==> src/rtl/pointcloud_pkg.sv <==
// Shared types and default sizes for the pointcloud match-scan path.
package pointcloud_pkg;

   localparam int DEF_WIDTH = 8;
   localparam int DEF_IDXW  = 8;

   // Scanner control states.
   typedef enum logic [1:0] {
      IDLE = 2'd0,
      SCAN = 2'd1,
      FIN  = 2'd2
   } state_t;

endpackage

==> src/rtl/stream_match_scanner_if.sv <==
// Stream word bus between a producer and the match scanner.
//
// Handshake: a word transfers on a rising clock edge when In_valid and
// In_ready are both 1. The producer holds In_valid/In_data stable until that
// edge; In_ready never depends on In_valid, so there is no combinational loop.
interface stream_match_scanner_if #(
   parameter int WIDTH = pointcloud_pkg::DEF_WIDTH
);
   logic             In_valid;
   logic [WIDTH-1:0] In_data;
   logic             In_ready;

   modport master (output In_valid, output In_data, input In_ready);
   modport slave  (input In_valid, input In_data, output In_ready);
endinterface

==> src/rtl/Comp.sv <==
// Equality comparator: z is 1 when both operands are identical.
module Comp
   import pointcloud_pkg::*;
#(
   parameter int WIDTH = DEF_WIDTH
) (
   input  logic [WIDTH-1:0] a,
   input  logic [WIDTH-1:0] b,
   output logic             z
);

   assign z = (a == b);

endmodule

==> src/rtl/stream_match_scanner.sv <==
// Latches a key and a length, scans that many stream words, and reports the
// first matching index, the match count and a one-cycle completion pulse.
module stream_match_scanner
   import pointcloud_pkg::*;
#(
   parameter int WIDTH = DEF_WIDTH,
   parameter int IDXW  = DEF_IDXW
) (
   input  logic                   Clk,
   input  logic                   Rst_n,
   input  logic                   Start,
   input  logic [WIDTH-1:0]       Key,
   input  logic [IDXW-1:0]        Len,
   stream_match_scanner_if.slave  in_bus,
   output logic                   Busy,
   output logic                   Done,
   output logic                   Found,
   output logic [IDXW-1:0]        Match_idx,
   output logic [IDXW:0]          Match_cnt,
   output state_t                 State
);

   state_t           state;
   state_t           state_nxt;
   logic [WIDTH-1:0] key_q;
   logic [IDXW-1:0]  len_q;
   logic [IDXW-1:0]  idx_q;
   logic             found_q;
   logic [IDXW-1:0]  match_idx_q;
   logic [IDXW:0]    match_cnt_q;
   logic             in_ready_w;
   logic             done_w;
   logic             is_match;
   logic             beat;
   logic             last_beat;

   // Equality of the current stream word against the latched key.
   Comp #(.WIDTH(WIDTH)) u_comp (
      .a (in_bus.In_data),
      .b (key_q),
      .z (is_match)
   );

   assign beat      = in_bus.In_valid && in_ready_w;
   assign last_beat = (idx_q == len_q - IDXW'(1));

   // State register.
   always_ff @(posedge Clk) begin
      if (!Rst_n) begin
         state <= IDLE;
      end else begin
         state <= state_nxt;
      end
   end

   // Next state and state-decoded outputs; a zero length skips SCAN entirely.
   always_comb begin
      state_nxt  = state;
      in_ready_w = 1'b0;
      done_w     = 1'b0;
      unique case (state)
         IDLE: begin
            if (Start) begin
               state_nxt = (Len == '0) ? FIN : SCAN;
            end
         end
         SCAN: begin
            in_ready_w = 1'b1;
            if (beat && last_beat) begin
               state_nxt = FIN;
            end
         end
         FIN: begin
            done_w    = 1'b1;
            state_nxt = IDLE;
         end
         default: state_nxt = IDLE;
      endcase
   end

   // Key/length capture on Start and per-beat result accumulation.
   always_ff @(posedge Clk) begin
      if (!Rst_n) begin
         key_q       <= '0;
         len_q       <= '0;
         idx_q       <= '0;
         found_q     <= 1'b0;
         match_idx_q <= '0;
         match_cnt_q <= '0;
      end else begin
         case (state)
            IDLE: begin
               if (Start) begin
                  key_q       <= Key;
                  len_q       <= Len;
                  idx_q       <= '0;
                  found_q     <= 1'b0;
                  match_idx_q <= '0;
                  match_cnt_q <= '0;
               end
            end
            SCAN: begin
               if (beat) begin
                  idx_q <= idx_q + IDXW'(1);
                  if (is_match) begin
                     match_cnt_q <= match_cnt_q + (IDXW + 1)'(1);
                     if (!found_q) begin
                        found_q     <= 1'b1;
                        match_idx_q <= idx_q;
                     end
                  end
               end
            end
            default: ;
         endcase
      end
   end

   assign in_bus.In_ready = in_ready_w;
   assign Busy            = in_ready_w;
   assign Done            = done_w;
   assign Found           = found_q;
   assign Match_idx       = match_idx_q;
   assign Match_cnt       = match_cnt_q;
   assign State           = state;

endmodule

==> src/flat_wrapper.sv <==
// flat-port wrapper written by rule: the top's interface ports become plain ports
module stream_match_scanner_flat import pointcloud_pkg::*;
#(
   parameter int WIDTH = DEF_WIDTH,
   parameter int IDXW  = DEF_IDXW
)
  (Clk, Rst_n, Start, Key, Len, Busy, Done, Found, Match_idx, Match_cnt, State, in_bus_In_valid, in_bus_In_data, in_bus_In_ready);
  stream_match_scanner_if #(.WIDTH(WIDTH)) in_bus_i ();
  input  logic Clk;
  input  logic Rst_n;
  input  logic Start;
  input  logic [WIDTH-1:0] Key;
  input  logic [IDXW-1:0] Len;
  output logic Busy;
  output logic Done;
  output logic Found;
  output logic [IDXW-1:0] Match_idx;
  output logic [IDXW:0] Match_cnt;
  output state_t State;
  input wire logic [$bits(in_bus_i.In_valid)-1:0] in_bus_In_valid;
  input wire logic [$bits(in_bus_i.In_data)-1:0] in_bus_In_data;
  output wire logic [$bits(in_bus_i.In_ready)-1:0] in_bus_In_ready;
  assign in_bus_i.In_valid = in_bus_In_valid;
  assign in_bus_i.In_data = in_bus_In_data;
  assign in_bus_In_ready = in_bus_i.In_ready;
  stream_match_scanner #(.WIDTH(WIDTH), .IDXW(IDXW)) u_core (.Clk(Clk), .Rst_n(Rst_n), .Start(Start), .Key(Key), .Len(Len), .in_bus(in_bus_i), .Busy(Busy), .Done(Done), .Found(Found), .Match_idx(Match_idx), .Match_cnt(Match_cnt), .State(State));
endmodule
==> config.mk <==
export PLATFORM = sky130hd
export DESIGN_NAME = stream_match_scanner_flat
export DESIGN_NICKNAME = d
export VERILOG_FILES = /design/src/rtl/pointcloud_pkg.sv /design/src/rtl/stream_match_scanner_if.sv /design/src/rtl/Comp.sv /design/src/rtl/stream_match_scanner.sv /design/src/flat_wrapper.sv
export SDC_FILE = /design/constraint.sdc
export NUM_CORES = 1
export LEC_CHECK = 0
export CORE_UTILIZATION = 53
export DETAILED_ROUTE_END_ITERATION = 8
export HOLD_SLACK_MARGIN = 0.12
export PLACE_DENSITY = 0.84
export REMOVE_ABC_BUFFERS = 1
export SKIP_LAST_GASP = 1
export SLEW_MARGIN = 20
export SYNTH_ARGS = -nofsm -noshare
export SYNTH_HDL_FRONTEND = slang
export SYNTH_SLANG_ARGS = --single-unit
==> constraint.sdc <==
create_clock -name Clk -period 3.39 [get_ports Clk]
set_input_delay 0.339 -clock Clk [delete_from_list [all_inputs] [get_ports Clk]]
set_output_delay 0.339 -clock Clk [all_outputs]
set_load 0.03 [all_outputs]
==> results of run 1 <==
-- registers in the layout, indices dropped and copies added (netlist names) --
| register | count |
|---|---|
| u_core.Match_cnt | 9 |
| u_core.Match_idx | 8 |
| u_core.idx_q | 8 |
| u_core.key_q | 8 |
| u_core.len_q | 8 |
| u_core.State | 2 |
| u_core.Found | 1 |
-- kinds of logic after synthesis --
family	after synthesis	synth area share [%]
buffers and inverters	16	3.06
AOI/OAI and AO/OA	53	17.3
xor gates and xnor gates	24	9.52
and+or+nand+nor	124	28.5
adders and majority gates	3	1.70
DFF	44	39.9
-- critical path: stages, from the launching register on --
cell	delay, ns
dfxtp_1	0.48
and2b_1	0.31
clkdlybuf4s50_1	0.72
-- layer usage --
layer  wire length [um]  global-route usage [%]
met5                  0                       0
met2               2330                    42.7
met1               2080                    29.2
met4                 59                    9.04
met3                170                    4.62
-- layout by cell type, fill, tap and decap left out, types with 2 or more instances in the layout --
cell and count:
a211o_1 4, a21boi_0 16, a21o_1 3, a21oi_1 4
a31oi_1 3, and3_1 2, buf_4 3, clkbuf_8 5
clkdlybuf4s50_1 50, dfxtp_1 44, ha_1 3, inv_1 4
nand2_1 56, nand2b_1 2, nand3_1 14, nand4_1 5
nor2_1 16, nor2b_1 5, nor3_1 5, nor3b_1 3
nor4_4 2, o21ai_0 2, o21ai_1 2, o22ai_1 8
or3_1 3, or4_1 2, xnor2_1 7, xor2_1 17
-- final cells by class --
cell class | count | area [sq um]
clock inverters | 2 | 35.0
well taps | 50 | 62.6
inverters | 4 | 15.0
flip-flops and latches | 44 | 881
clock buffers | 6 | 72.6
repair buffers | 53 | 523
multi-input cells | 204 | 1260
fillers | 333 | 1150
-- power groups by stage --
stage                     clock network, W  registers (W)  logic [W]
final                             0.000390       0.000544   0.000149
after global placement                   0       0.000556   0.000146
after global routing              0.000420       0.000547   0.000167
after detailed placement                 0       0.000557   0.000150
after floorplan                          0       0.000555  0.0000834
after CTS                         0.000393       0.000544   0.000150
-- how the worst max path moves through the flow --
stage	cells past startpoint	end	from	slack (ns)
after CTS	2	Busy	u_core.State[0]	1.25
after global routing	6	u_core.Match_cnt[7]	Start	0.98
after global placement	5	u_core.Match_cnt[2]	Start	1.03
after detailed placement	6	u_core.Match_cnt[0]	Start	0.99
final	2	Busy	u_core.State[0]	1.25
after floorplan	5	u_core.Match_cnt[2]	u_core.State[0]	1.18
-- through the flow --
stage / std cells / power (W) / worst slack, ns / cell area [sq um] / utilization, %
final: 363 / 0.00108 / 1.25 / 2850 / 71.2
after global routing: 363 / 0.00113 / 0.982 / 2850 / 71.2
after CTS: 363 / 0.00109 / 1.25 / 2850 / 71.2
after detailed placement: 355 / 0.000706 / 0.988 / 2740 / 68.5
after global placement: 355 / 0.000702 / 1.03 / 2740 / 68.5
after floorplan: 252 / 0.000638 / 1.18 / 2160 / -
==> run metrics, run 1 <==
outcome=finished, final reports clean; most frequent cell after synthesis=nand2_1; vias post-DR=roughly 2000; layout cells sized above 1=5.11%; Final #Nets=around 340; R2R Path Start=u_core.State[0]; measured slew at the worst slew-check pin=just under 0.8 ns; row count=23; GRT Total Usage=between 20% and 30%; Clock Skews=about 0.0085 ns; min Tclk post-route=roughly 2.1 ns; synth-to-layout area growth=29.0%; first-pass GRT wire length=between 8000 and 9000 um; synthesized area per cell=8.37 sq um; fmax=between 400 and 500 MHz; Critical Path End Type=primary output; Synth area leaders=dfxtp_1 (40%), nand2_1 (9.5%), xor2_1 (6.7%); Hold/Removal Path Class=register to register; Hold WS=around 0.48 ns; switching share of total power=approximately a quarter; Int Pwr=around 0.0008 W; post_cts resized=0; RSZ-0062 raised after global routing=false; DRC Markers=0; Post-Route WL=4640 um; relative slew slack=between 40% and 50%; initial cell density of the core=between 50% and 60%; fin. max-slew vios=0; vias in the first global route=~1900; Worst setup SP type=register; largest area contributor in the netlist=dfxtp_1; PD cells=around 380 nW/um^2; PortBufs=50; HP Start=u_core.key_q[6]; Finish-stage setup viols=0; Syn Inst Count=~260; Worst Path Arrival=1.81 ns; Die W=between 60 and 70 um; initial antenna violation count=0; Min-Delay Endpoint=u_core.key_q[6]; Hold Fails Final Rpt=0; Comb pwr share=a little over an eighth; CTS H-Tree Depth=2; Die Y=about 67 um; initial drt markers=approximately 130; CTS tree=built; ys flop type=dfxtp_1; Post-synth EDFFs=0; R2R Path End=u_core.Match_cnt[7]; RePlAce Congestion=between 0.7 and 0.8; Setup Crit Path Kind=register to primary output; peak supply drop=approximately 0.25 mV; vias per inst=between 5 and 6; synthesized area=between 2000 and 2500 sq um; clk slew on worst S/H paths=0.08 ns; cts hold-fix bufs=0; die area=4430 sq um; drt first pass iters=4; ys async rst share=0%; Hold Crit Depth=2; grt ovf=0; IO Pins=51; Post-synth top cells=nand2_1 (56), dfxtp_1 (44), xor2_1 (17); Ys Warns=0; Seq pwr share=~50%; Seq/Total Area, Yosys=between 30% and 40%; area share of the largest cell type after synthesis=39.9%; clock tree buffer depth=2; LEAKAGE=approximately 1.1 nW; largest net degree at the start of global routing=27; post-CTS setup buffers=0; reg2reg setup slack=~1.3 ns; core area=between 4000 and 5000 sq um; per-cell routed wire length=~13 um; TritonCTS buffer count=5; hpwl dp=between 3000 and 4000 um; final period utilization=between 60% and 70%; antenna cells=0; Psw=0.000261 W; latest clock arrival within the worst-skew pair=about 0.3 ns; clk root buf=clkbuf_8; clock sinks=44; Worst Path Max Fanout=7; Clock Power Share=36.0%; ANT nets after route=0; FF-to-FF path depth=5; required time worst endpoint=roughly 3.1 ns; max_cap viols=0; Fin Setup TNS=0 ns; Distinct cells, synth=49; flops & latches, synth=44
No activity file was read; power rests on OpenSTA's default activity.
==> run 2, diff against run 1 <==
CORE_UTILIZATION = 45   (was 53)
PLACE_DENSITY = 0.76   (was 0.84)
clock period = 1.8 ns   (was 3.39 ns; I/O delays follow)
==> run metrics, run 2 (same netlist as run 1, synthesis figures left out) <==
ANT nets after route=0 (unchanged); layout cells sized above 1=10.6% (+5.5 points); R2R Path End=u_core.Match_idx[4]; largest net degree at the start of global routing=30 (+11%); DP Cell Count=388 (+9.3%); Hold Crit Depth=3 (+1); Post-Route WL=4660 um (+0.34%); Clock Skews=0.00253 ns (-0.00597 ns); clk root buf=clkbuf_8; DRC Markers=0 (unchanged); pre-CTS setup slack=-0.263 ns (-1.25 ns); Seq pwr share=49.1% (-1.2 points); required time worst endpoint=2.03 ns (-1.02 ns); fin. max-slew vios=0 (unchanged); R2R Path Start=u_core.key_q[6]; RSZ-0062 raised after global routing=false; reg2reg setup slack=0.11 ns (-1.19 ns); HP Start=Key[0]; PD cells=692 nW/um^2 (+82%); row count=25 (+8.7%); measured slew at the worst slew-check pin=0.515 ns (-0.274 ns); GRT Total Usage=19.4% (-5.0 points); switching share of total power=24.6% (+0.48 points); fin cells=396 (+9.1%); Finish-stage setup viols=0 (unchanged); Clock Power Share=35.8% (-0.2 points); Fin Setup TNS=0 ns (unchanged); clock sinks=44 (unchanged); die area=5190 sq um (+17%); clock tree buffer depth=2 (unchanged); post-CTS setup buffers=0 (unchanged); vias per inst=5.08 (-8.0%); Critical Path End Type=register; most common cell after layout, fill and taps aside=nand2_1; vias in the first global route=1807 (-3.7%); CTS H-Tree Depth=2 (unchanged); Die Y=72.1 um (+8.3%); initial cell density of the core=46.8% (-8.5 points); antenna cells=0 (unchanged); FF-to-FF path depth=5 (unchanged); most frequent cells in the layout=nand2_1 (55), clkdlybuf4s50_1 (47), dfxtp_1 (44); cts hold-fix bufs=0 (unchanged); Min-Delay Endpoint=u_core.key_q[0]; RePlAce Congestion=0.752 (-4.9%); drt first pass iters=4 (unchanged); max reg flops=9 (unchanged); initial drt markers=84 (-37%); Die W=72.1 um (+8.3%); LEAKAGE=1.18 nW (+10%); PortBufs=50 (unchanged); setup ws final=0.107 ns (-1.14 ns); Hold Fails Final Rpt=0 (unchanged); Worst Path Max Fanout=8 (+1); hpwl dp=3530 um (+1.2%); final period utilization=between 90% and 100%; grt ovf=0 (unchanged); placed cell areas=2880 sq um (+5.2%); Setup Crit Path Kind=register to register; Worst Path Arrival=1.92 ns (+0.11 ns); latest clock arrival within the worst-skew pair=0.30 ns (about the same); initial antenna violation count=0 (unchanged); Int Pwr=0.00157 W (+91%); min Tclk post-route=about 1.7 ns; synth-to-layout area growth=36.0%; Final #Nets=359 (+4.7%); post_cts resized=3 (+3); clk slew on worst S/H paths=0.08 ns (about the same); relative slew slack=65.4% (+18 points); peak supply drop=0.384 mV (+54%); CTS tree=built; Worst setup SP type=register; Psw=0.000511 W (+96%); fmax=~590 MHz; vias post-DR=2013 (+0.35%); IO Pins=51 (unchanged); first-pass GRT wire length=7980 um (-3.4%); max_cap viols=0 (unchanged); Hold/Removal Path Class=input port to register; TritonCTS buffer count=5 (unchanged); Comb pwr share=15.2% (+1.5 points); Finished Cell Area=3000 sq um (+5.4%); outcome=finished, final reports clean; core area=4720 sq um (+18%); per-cell routed wire length=11.8 um (-8.0%)
## run 2: cell types whose count changed in the layout (fill, tap and decap cells not counted), sizes merged
cell           before  now
buf                 3   19
clkdlybuf4s50      50   47
dlygate4sd2         0    2
dlymetal6s2s        0    1
## run 2: final cells by class
type / count / area [sq um]
multi-input cells: 204 / 1270
inverters: 4 / 15.0
repair buffers: 69 / 643
fillers: 423 / 1720
clock inverters: 2 / 35.0
clock buffers: 6 / 72.6
flip-flops and latches: 44 / 881
well taps: 67 / 83.8
## run 2: stage by stage
step,hold slack (ns),utilization (%),power (W)
global placement,0.469,61.0,0.00135
CTS,0.432,63.4,0.00209
finish,0.435,63.6,0.00208
global route,0.448,63.6,0.00216
floorplan,0.298,-,0.00120
detailed placement,0.470,61.0,0.00136
## run 2: worst max-delay path by stage
stage	start	endpoint	slack, ns	cells after the start
2_1_floorplan	u_core.State[0]	u_core.Match_cnt[2]	-0.41	5
3_3_place_gp	in_bus_In_data[6]	u_core.Match_idx[6]	-0.22	6
3_5_place_dp	in_bus_In_data[6]	u_core.Match_idx[7]	-0.26	6
4_1_cts	u_core.State[1]	Done	0.006	3
5_1_grt	u_core.key_q[2]	u_core.Match_cnt[5]	0.007	7
6_report	u_core.key_q[6]	u_core.Match_idx[4]	0.11	5
## run 2: power by group through the flow
stage	logic, W	registers, W	clock network, W
after global routing	0.000346	0.00102	0.000793
after global placement	0.000309	0.00104	0
after CTS	0.000314	0.00102	0.000757
final	0.000315	0.00102	0.000743
after floorplan	0.000157	0.00105	0
after detailed placement	0.000315	0.00104	0
## run 2: routing by layer
layer / part of all wire, % / GRT usage [%] / vias up
li1: - / - / 1050
met1: 49 / 25.1 / 904
met2: 46 / 32.1 / 53
met3: 4.1 / 4.17 / 6
met4: 1.1 / 6.75 / 0
met5: 0 / 0 / -
## run 2: worst max-delay path, stage by stage (launching register included)
cell and delay (ns):
dfxtp_1 0.33, xor2_1 0.18, nor4_4 0.37, nand2_2 0.13, or3_4 0.43, o22ai_1 0.18
==> run 3, diff against run 2 <==
SLEW_MARGIN = 15   (was 20)
==> results of run 3 <==
The final DEF is identical to that of run 2; final timing and power are the same.
